`src/rtl/if_fetch_if.sv`:
```
// ROM read bus between the fetch stage (master) and the instruction ROM (slave).
// The fetch stage raises req with a stable addr. The ROM answers with ack and rdata,
// which may arrive in the same cycle as req.
interface if_fetch_if;
    logic        req;
    logic [31:0] addr;
    logic        ack;
    logic [31:0] rdata;

    modport master (output req, output addr, input ack, input rdata);
    modport slave  (input req, input addr, output ack, output rdata);
endinterface

```
`src/rtl/if_fetch.sv`:
```
// Instruction-fetch stage. It owns the PC and reads instruction words from the ROM over a
// req/ack handshake. It presents if_pc/if_inst to the IF/ID register. It honours
// stall[0], applies ID-stage branch redirects (delay-slot semantics) and exception
// flushes, and requests a pipeline stall while the ROM has not delivered.
module if_fetch #(
    parameter logic [31:0] RESET_PC = 32'h0000_0000
) (
    input  logic        clk,
    input  logic        rst,
    input  logic [5:0]  stall,
    input  logic        branch_flag_i,
    input  logic [31:0] branch_target_i,
    input  logic        flush,
    input  logic [31:0] new_pc,
    if_fetch_if.master  rom,
    output logic [31:0] if_pc,
    output logic [31:0] if_inst,
    output logic        stallreq_if
);

    typedef enum logic [1:0] {
        IDLE  = 2'd0,
        FETCH = 2'd1,
        VALID = 2'd2,
        DRAIN = 2'd3
    } state_t;

    state_t      state, state_nxt;
    logic [31:0] pc, pc_nxt;
    logic [31:0] req_addr, req_addr_nxt;
    logic [31:0] ibuf, ibuf_nxt;
    logic [31:0] ibuf_pc, ibuf_pc_nxt;
    logic        br_pend, br_pend_nxt;
    logic [31:0] br_tgt, br_tgt_nxt;
    logic        presented;
    logic        advance;

    // Only the PC-hold bit of the stall vector concerns this stage.
    logic unused_stall;
    assign unused_stall = ^stall[5:1];

    // An instruction leaves the stage when it is on the outputs and nothing holds or flushes it.
    assign presented = ((state == FETCH) && rom.ack) || (state == VALID);
    assign advance   = presented && !stall[0] && !flush;

    // Control and PC state; all of it returns to known values at once on reset.
    always_ff @(posedge clk or negedge rst) begin
        if (!rst) begin
            state   <= IDLE;
            pc      <= RESET_PC;
            br_pend <= 1'b0;
            ibuf    <= 32'h0;
            ibuf_pc <= 32'h0;
        end else begin
            state   <= state_nxt;
            pc      <= pc_nxt;
            br_pend <= br_pend_nxt;
            ibuf    <= ibuf_nxt;
            ibuf_pc <= ibuf_pc_nxt;
        end
    end

    // Pure data registers. They are only read once a qualifying state or flag sets them.
    always_ff @(posedge clk) begin
        req_addr <= req_addr_nxt;
        br_tgt   <= br_tgt_nxt;
    end

    // Next-state logic: a flush overrides everything; otherwise advance, buffer or hold.
    always_comb begin
        state_nxt    = state;
        pc_nxt       = pc;
        req_addr_nxt = req_addr;
        ibuf_nxt     = ibuf;
        ibuf_pc_nxt  = ibuf_pc;
        br_pend_nxt  = br_pend;
        br_tgt_nxt   = br_tgt;

        // Remember which address is on the bus. A DRAIN that follows must keep it there.
        if (state == FETCH) begin
            req_addr_nxt = pc;
        end

        if (flush) begin
            pc_nxt      = new_pc;
            br_pend_nxt = 1'b0;
            case (state)
                FETCH:   state_nxt = rom.ack ? FETCH : DRAIN;
                DRAIN:   state_nxt = rom.ack ? FETCH : DRAIN;
                default: state_nxt = FETCH;
            endcase
        end else begin
            case (state)
                IDLE: state_nxt = FETCH;
                FETCH: begin
                    if (rom.ack && stall[0]) begin
                        ibuf_nxt    = rom.rdata;
                        ibuf_pc_nxt = pc;
                        state_nxt   = VALID;
                    end
                end
                VALID: ;
                DRAIN: if (rom.ack) state_nxt = FETCH;
                default: state_nxt = IDLE;
            endcase

            if (advance) begin
                // A branch seen this cycle wins over one captured earlier.
                if (branch_flag_i)  pc_nxt = branch_target_i;
                else if (br_pend)   pc_nxt = br_tgt;
                else                pc_nxt = pc + 32'd4;
                br_pend_nxt = 1'b0;
                state_nxt   = FETCH;
            end else if (branch_flag_i) begin
                // The delay slot is still in flight, so park the target until it leaves.
                br_pend_nxt = 1'b1;
                br_tgt_nxt  = branch_target_i;
            end
        end
    end

    // Bus and IF/ID outputs are driven only by state, registers and the ROM response.
    always_comb begin
        rom.req     = 1'b0;
        rom.addr    = pc;
        if_pc       = 32'h0;
        if_inst     = 32'h0;
        stallreq_if = 1'b0;
        case (state)
            FETCH: begin
                rom.req     = 1'b1;
                if_pc       = pc;
                if_inst     = rom.ack ? rom.rdata : 32'h0;
                stallreq_if = !rom.ack;
            end
            VALID: begin
                if_pc   = ibuf_pc;
                if_inst = ibuf;
            end
            DRAIN: begin
                rom.req     = 1'b1;
                rom.addr    = req_addr;
                if_pc       = req_addr;
                stallreq_if = 1'b1;
            end
            default: ;
        endcase
    end

endmodule

```
`src/flat_wrapper.sv`:
```
// flat-port wrapper written by rule: the top's interface ports become plain ports
module if_fetch_flat 
#(
    parameter logic [31:0] RESET_PC = 32'h0000_0000
)
  (clk, rst, stall, branch_flag_i, branch_target_i, flush, new_pc, if_pc, if_inst, stallreq_if, rom_req, rom_addr, rom_ack, rom_rdata);
  if_fetch_if rom_i ();
  input  logic clk;
  input  logic rst;
  input  logic [5:0] stall;
  input  logic branch_flag_i;
  input  logic [31:0] branch_target_i;
  input  logic flush;
  input  logic [31:0] new_pc;
  output logic [31:0] if_pc;
  output logic [31:0] if_inst;
  output logic stallreq_if;
  output wire logic [$bits(rom_i.req)-1:0] rom_req;
  output wire logic [$bits(rom_i.addr)-1:0] rom_addr;
  input wire logic [$bits(rom_i.ack)-1:0] rom_ack;
  input wire logic [$bits(rom_i.rdata)-1:0] rom_rdata;
  assign rom_req = rom_i.req;
  assign rom_addr = rom_i.addr;
  assign rom_i.ack = rom_ack;
  assign rom_i.rdata = rom_rdata;
  if_fetch #(.RESET_PC(RESET_PC)) u_core (.clk(clk), .rst(rst), .stall(stall), .branch_flag_i(branch_flag_i), .branch_target_i(branch_target_i), .flush(flush), .new_pc(new_pc), .rom(rom_i), .if_pc(if_pc), .if_inst(if_inst), .stallreq_if(stallreq_if));
endmodule
```
`config.mk`:
```
export PLATFORM = sky130hd
export DESIGN_NAME = if_fetch_flat
export DESIGN_NICKNAME = d
export VERILOG_FILES = /design/src/rtl/if_fetch_if.sv /design/src/rtl/if_fetch.sv /design/src/flat_wrapper.sv
export SDC_FILE = /design/constraint.sdc
export NUM_CORES = 1
export LEC_CHECK = 0
export ABC_AREA = 1
export CAP_MARGIN = 15
export CORE_MARGIN = 4
export CORE_UTILIZATION = 51
export DETAILED_ROUTE_END_ITERATION = 6
export PLACE_DENSITY = 0.82
export SETUP_SLACK_MARGIN = 0.4
export SYNTH_ARGS = -nofsm -noshare
export SYNTH_HDL_FRONTEND = slang
export SYNTH_SLANG_ARGS = --single-unit
```
`constraint.sdc`:
```
create_clock -name clk -period 4.02 [get_ports clk]
set_input_delay 0.603 -clock clk [delete_from_list [all_inputs] [get_ports clk]]
set_output_delay 0.603 -clock clk [all_outputs]
set_load 0.05 [all_outputs]
```
After elaboration in Yosys (flattened, before gate mapping)
Index checks and enable logic that the tools add are counted.
{"block": "word_totals", "inputBits": 107, "regBits": 163, "out_inout_bits": 98}
{"block": "classes", "n_eq_ne": 5, "add_sub_neg": 1, "mux": 20, "bitwise_logic": 2, "reduce_logical": 16}
{"cell": "two-way mux 32 bit", "n": 6}
{"cell": "case mux 32 bit (3 select lines)", "n": 1}
{"cell": "case mux 32 bit (2 select lines)", "n": 1}
{"cell": "adder 32 x 3 -> 32 bit (second input constant)", "n": 1}
{"cell": "two-way mux 2 bit", "n": 6}
{"cell": "AND reduction 3 bit", "n": 3}
{"cell": "inequality test 4 x 3 -> 1 bit (second input constant)", "n": 2}
{"cell": "case mux 2 bit (3 select lines)", "n": 1}
{"cell": "nonzero test 5 bit", "n": 1}
{"cell": "equality test 2 bit (second input constant)", "n": 2}
{"cell": "logical AND 1 bit", "n": 4}
{"cell": "two-way mux 1 bit", "n": 4}
{"cell": "logical NOT 1 bit", "n": 3}
{"cell": "nonzero test 3 bit", "n": 1}
{"cell": "equality test 2 x 1 -> 1 bit (second input constant)", "n": 1}
{"cell": "logical NOT 2 bit", "n": 1}
{"cell": "NOT 1 bit", "n": 2}
{"cell": "case mux 1 bit (2 select lines)", "n": 1}
{"cell": "nonzero test 2 bit", "n": 1}
{"cell": "OR reduction 2 bit", "n": 1}
{"cell": "logical OR 1 bit", "n": 1}

Longest topological paths before layout
{"block": "logic_depth", "ltp_word": 7, "mapped_depth": 11, "ltp_nobuf": 11}

Worst setup path after synthesis
No wires, ideal clock.
{"block": "synth_timing", "path_type": "register -> register", "from": "reg u_core.state[1]", "to": "reg u_core.br_tgt[0], enable pin", "path_stages_with_launch": 10, "setup_time_ns": 0.421, "arrival_time_ns": 3.224, "synth_period_minus_slack_ns": 3.645, "path_buffers": 2, "path_slack_ns": 0.375, "cell_sequence": "dfrtp_1 > inv_1 > ha_1 > buf_6 > nand2_2 > a21oi_4 > nor2_8 > inv_2 > buf_2 > nor2_1"}
{"block": "synth_via", "elab_chain_len": 7, "word_cells_on_any_way": 8}
{"item": "from (decl)", "line": "if_fetch.sv:28", "rtl": "state_t state, state_nxt;"}
{"item": "from (signal assigned)", "line": "if_fetch.sv:55", "rtl": "state <= state_nxt;"}
{"item": "equality test 2 x 1 -> 1 bit", "line": "if_fetch.sv:43", "rtl": "assign presented = ((state == FETCH) && rom.ack) || (state == VALID);"}
{"item": "logical AND 1 bit", "line": "if_fetch.sv:43"}
{"item": "logical OR 1 bit (*)", "line": "if_fetch.sv:43"}
{"item": "logical AND 1 bit (*) (2 in a row)", "line": "if_fetch.sv:44", "rtl": "assign advance = presented && !stall[0] && !flush;"}
{"item": "NOT 1 bit (no source line) (*)"}
{"item": "AND reduction 3 bit (no source line) (*)"}
{"item": "to (signal assigned)", "line": "if_fetch.sv:66", "rtl": "br_tgt <= br_tgt_nxt;"}
{"item": "to (decl)", "line": "if_fetch.sv:34", "rtl": "logic [31:0] br_tgt, br_tgt_nxt;"}
Every way passes the cells marked *; elsewhere a longest branch is shown, timed or not.
A chain may end at the register's enable or synchronous reset.

Final worst setup path
{"block": "layout_timing", "from": "reg u_core.state[0]", "to": "out if_pc[14]"}
{"block": "layout_via", "elab_chain_len": 2, "word_cells_on_any_way": 4}
{"item": "equality test 2 bit / equality test 2 x 1 -> 1 bit (equally long branches)", "line": "if_fetch.sv:129", "rtl": "case (state)"}
{"item": "case mux 32 bit (3 select lines) (*)", "line": "if_fetch.sv:129"}
{"item": "to (decl)", "line": "flat_wrapper.sv:15", "rtl": "output logic [31:0] if_pc;"}
Marked as above.

==> results.ini <==
[status]
outcome = finished clean

[global_route]
grt_pass1_wl_microns = 41100
grt_max_degree = 68
grt_pass1_vias = 8155
antenna_found_initial = 0
overflow = 0
track_usage = 0.257

[yosys]
yosysSeqAreaShare = 0.490
netlist_area_sq_um = 8970
syn_nets = 1286
avgSynthCellArea_sq_um = 7.66
synth-main-ff-cell = dfrtp_1
ys_top_cells_by_count = 470 x nand2_1, 106 x o21ai_0, 99 x dfrtp_1, 85 x nor2_1, 84 x inv_1
syn_inst = 1172
netlist.area_leader.share = 0.276
ys_seq_elements = 163
synth_area_leader_cell = dfrtp_1
ys_warn_count = 0
yosysMostFrequentCell = nand2_1
synthTopCellsByArea = dfrtp_1 28%, edfxtp_1 21%, nand2_1 20%
synth_edf_count = 64
ys_types = 36
synth-async-reset-ratio = 0.607

[floorplanning]
io_pins = 205
die-area_sq_um = 19800
core_region_area_sq_um = 17300
num_rows = 48
die_w_microns = 141
initial_core_util = 0.519
die_h_microns = 141

[sta]
worst_pin_slew_ns = 0.969
fin_skew_ns = 0.00366
final.setup.tns_ns = 0
layout_min_cycle_time_ns = 3.53
setup_ws_ns = 0.488
slew_headroom = 0.353
slew_viol_final = 0
finalHoldViolCount = 0
setup_violations = 0
max_freq_ghz = 0.283
post-route-period-util = 0.879
rsz0062_at_grt = no

[routing]
vias = 8558
routedWlPerCell_microns = 16.3
dr.pass1.iters = 6
drc = 0
drt_iter0_drc = 723
drtAntennaViolNets = 0
viasPerCell = 5.42
drt_wl_total_microns = 25800

[clocking]
root_buffer = clkbuf_16
cts_tree = yes
cts_resized = 1
cts_hold_buf = 0
htree_levels = 4
insertion_delay_ns = 0.42
cts_num_sinks = 163
clk_pin_slew_ns = 0.06
clockBufferDepth = 2
post_cts_buffers = 0
cts-buffers-inserted = 17

[placed_design]
gp_congestion = 0.894
place_inst = 1546
io_buffers = 199
place.detailed.hpwl_microns = 18100
dp_slack_ns = 0.601
dpl_cell_area_sq_um = 11000

[power_and_ir_drop]
combPwrFrac = 0.516
p_sw_frac = 0.471
power_switching_mw = 4.51
power.internal_mw = 5.07
power_frac_seq = 0.292
irDropWorstVdd_mv = 0.529
pwr_density_cell_nw_per_um2 = 819
clkPwrFrac = 0.191
p_leak_nw = 5.37

[final_layout]
final_nets = 1454
final_core_util = 0.676
drive_above_1_share = 0.0628
design_area_sq_um = 11700
area_growth_pct = 30.3
num_antenna_cells = 0
nFillCells = 1470
instances_no_fill = 1578

[setup_path]
cp-startpoint = u_core.state[0]
crit_arrival_ns = 2.93
r2r-start = u_core.state[0]
worstPathRequired_ns = 3.42
critPathLaunchType = flop
path_cells = inv_1 -> ha_2 -> buf_12 -> nand2_1 -> nand3_1 -> nand2_1 -> inv_1 -> clkdlybuf4s50_1
worst-path-buf-inv = 4
slowest_delay_ns = 0.82
critPathMaxFanout = 52
cp_top_family = buffers and inverters
slowest_stage = clkdlybuf4s50_1
worstSetupPathType = flop to output port
cp-end-kind = output port

[flow_run]
maxCapViolations = 0

[min_path]
hold_path_class = input pin to async pin

path summary, 6_finish.rpt:
| check | slack [ns] | depth (start not counted) | end |
|---|---|---|---|
| max in group asynchronous | 3.02 | 2 | u_core.ibuf_pc[18] |
| setup / recovery | 0.49 | 8 | if_pc[14] |
| min in group clk | 0.47 | 2 | u_core.ibuf[12] |
| setup reg to reg | 0.83 | 9 | u_core.br_tgt[19] |
| hold reg to reg | 0.47 | 2 | u_core.ibuf[12] |
| hold / removal | 0.14 | 1 | u_core.ibuf_pc[28] |
power by group through the flow:
stage / combinational [mW] / clock [mW] / sequential [mW]
final: 4.94 / 1.83 / 2.80
after global routing: 5.29 / 1.92 / 2.85
after CTS: 4.96 / 1.85 / 2.78
after detailed placement: 4.94 / 0 / 2.79
after global placement: 4.87 / 0 / 2.77
after floorplan: 3.38 / 0 / 2.68
cell type report:
| class | instances | area (sq um) | area share |
|---|---|---|---|
| Clock buffer | 21 | 450 | 0.0385 |
| Clock inverter | 11 | 208 | 0.0178 |
| Inverter | 88 | 334 | 0.0286 |
| Multi-Input combinational cell | 859 | 3890 | 0.333 |
| Sequential cell | 163 | 4400 | 0.376 |
| Tap cell | 225 | 282 | 0.0241 |
| Timing Repair Buffer | 211 | 2130 | 0.182 |
routing by layer:
| metal | GRT usage | part of all wire |
|---|---|---|
| met1 | 0.369 | 0.43 |
| met2 | 0.397 | 0.45 |
| met3 | 0.0407 | 0.093 |
| met4 | 0.0938 | 0.026 |
| met5 | 0 | 0 |
cells by family (layout without fill, tap and decap cells):
| group | after synthesis | count (layout) | synth area share |
|---|---|---|---|
| buffers and inverters | 150 | 331 | 0.0786 |
| XOR/XNOR | 3 | 3 | 0.00293 |
| AO/OA/AOI/OAI | 192 | 192 | 0.117 |
| adder cells (fa/ha/maj) | 7 | 7 | 0.00976 |
| flip-flops | 163 | 163 | 0.490 |
| multiplexers | 1 | 1 | 0.00112 |
| AND/OR/NAND/NOR | 656 | 656 | 0.300 |
state kept, by name (all words and copies together) (netlist names):
signal           count
u_core.state         2
u_core.pc           32
u_core.ibuf         32
u_core.req_addr     32
u_core.br_tgt       32
u_core.br_pend       1
u_core.ibuf_pc      32
layout by cell type, fill, tap and decap left out, types with 12 or more instances in the layout:
master           instances
clkbuf_16               17
clkdlybuf4s50_1        178
edfxtp_1                64
dlymetal6s2s_1          12
a21oi_1                 51
nand3_1                 73
dfrtp_1                 99
nand2_1                470
o21ai_1                 12
buf_4                   18
o21ai_0                106
nor2_1                  84
inv_1                   83
a221oi_1                14
through the flow:
| step | power [mW] | hold slack [ns] |
|---|---|---|
| finish | 9.57 | 0.141 |
| global route | 10.1 | 0.164 |
| CTS | 9.58 | 0.144 |
| detailed placement | 7.73 | 0.458 |
| global placement | 7.63 | 0.453 |
| floorplan | 6.07 | 0.307 |
Note: power is estimated with default switching activity, not from simulation.
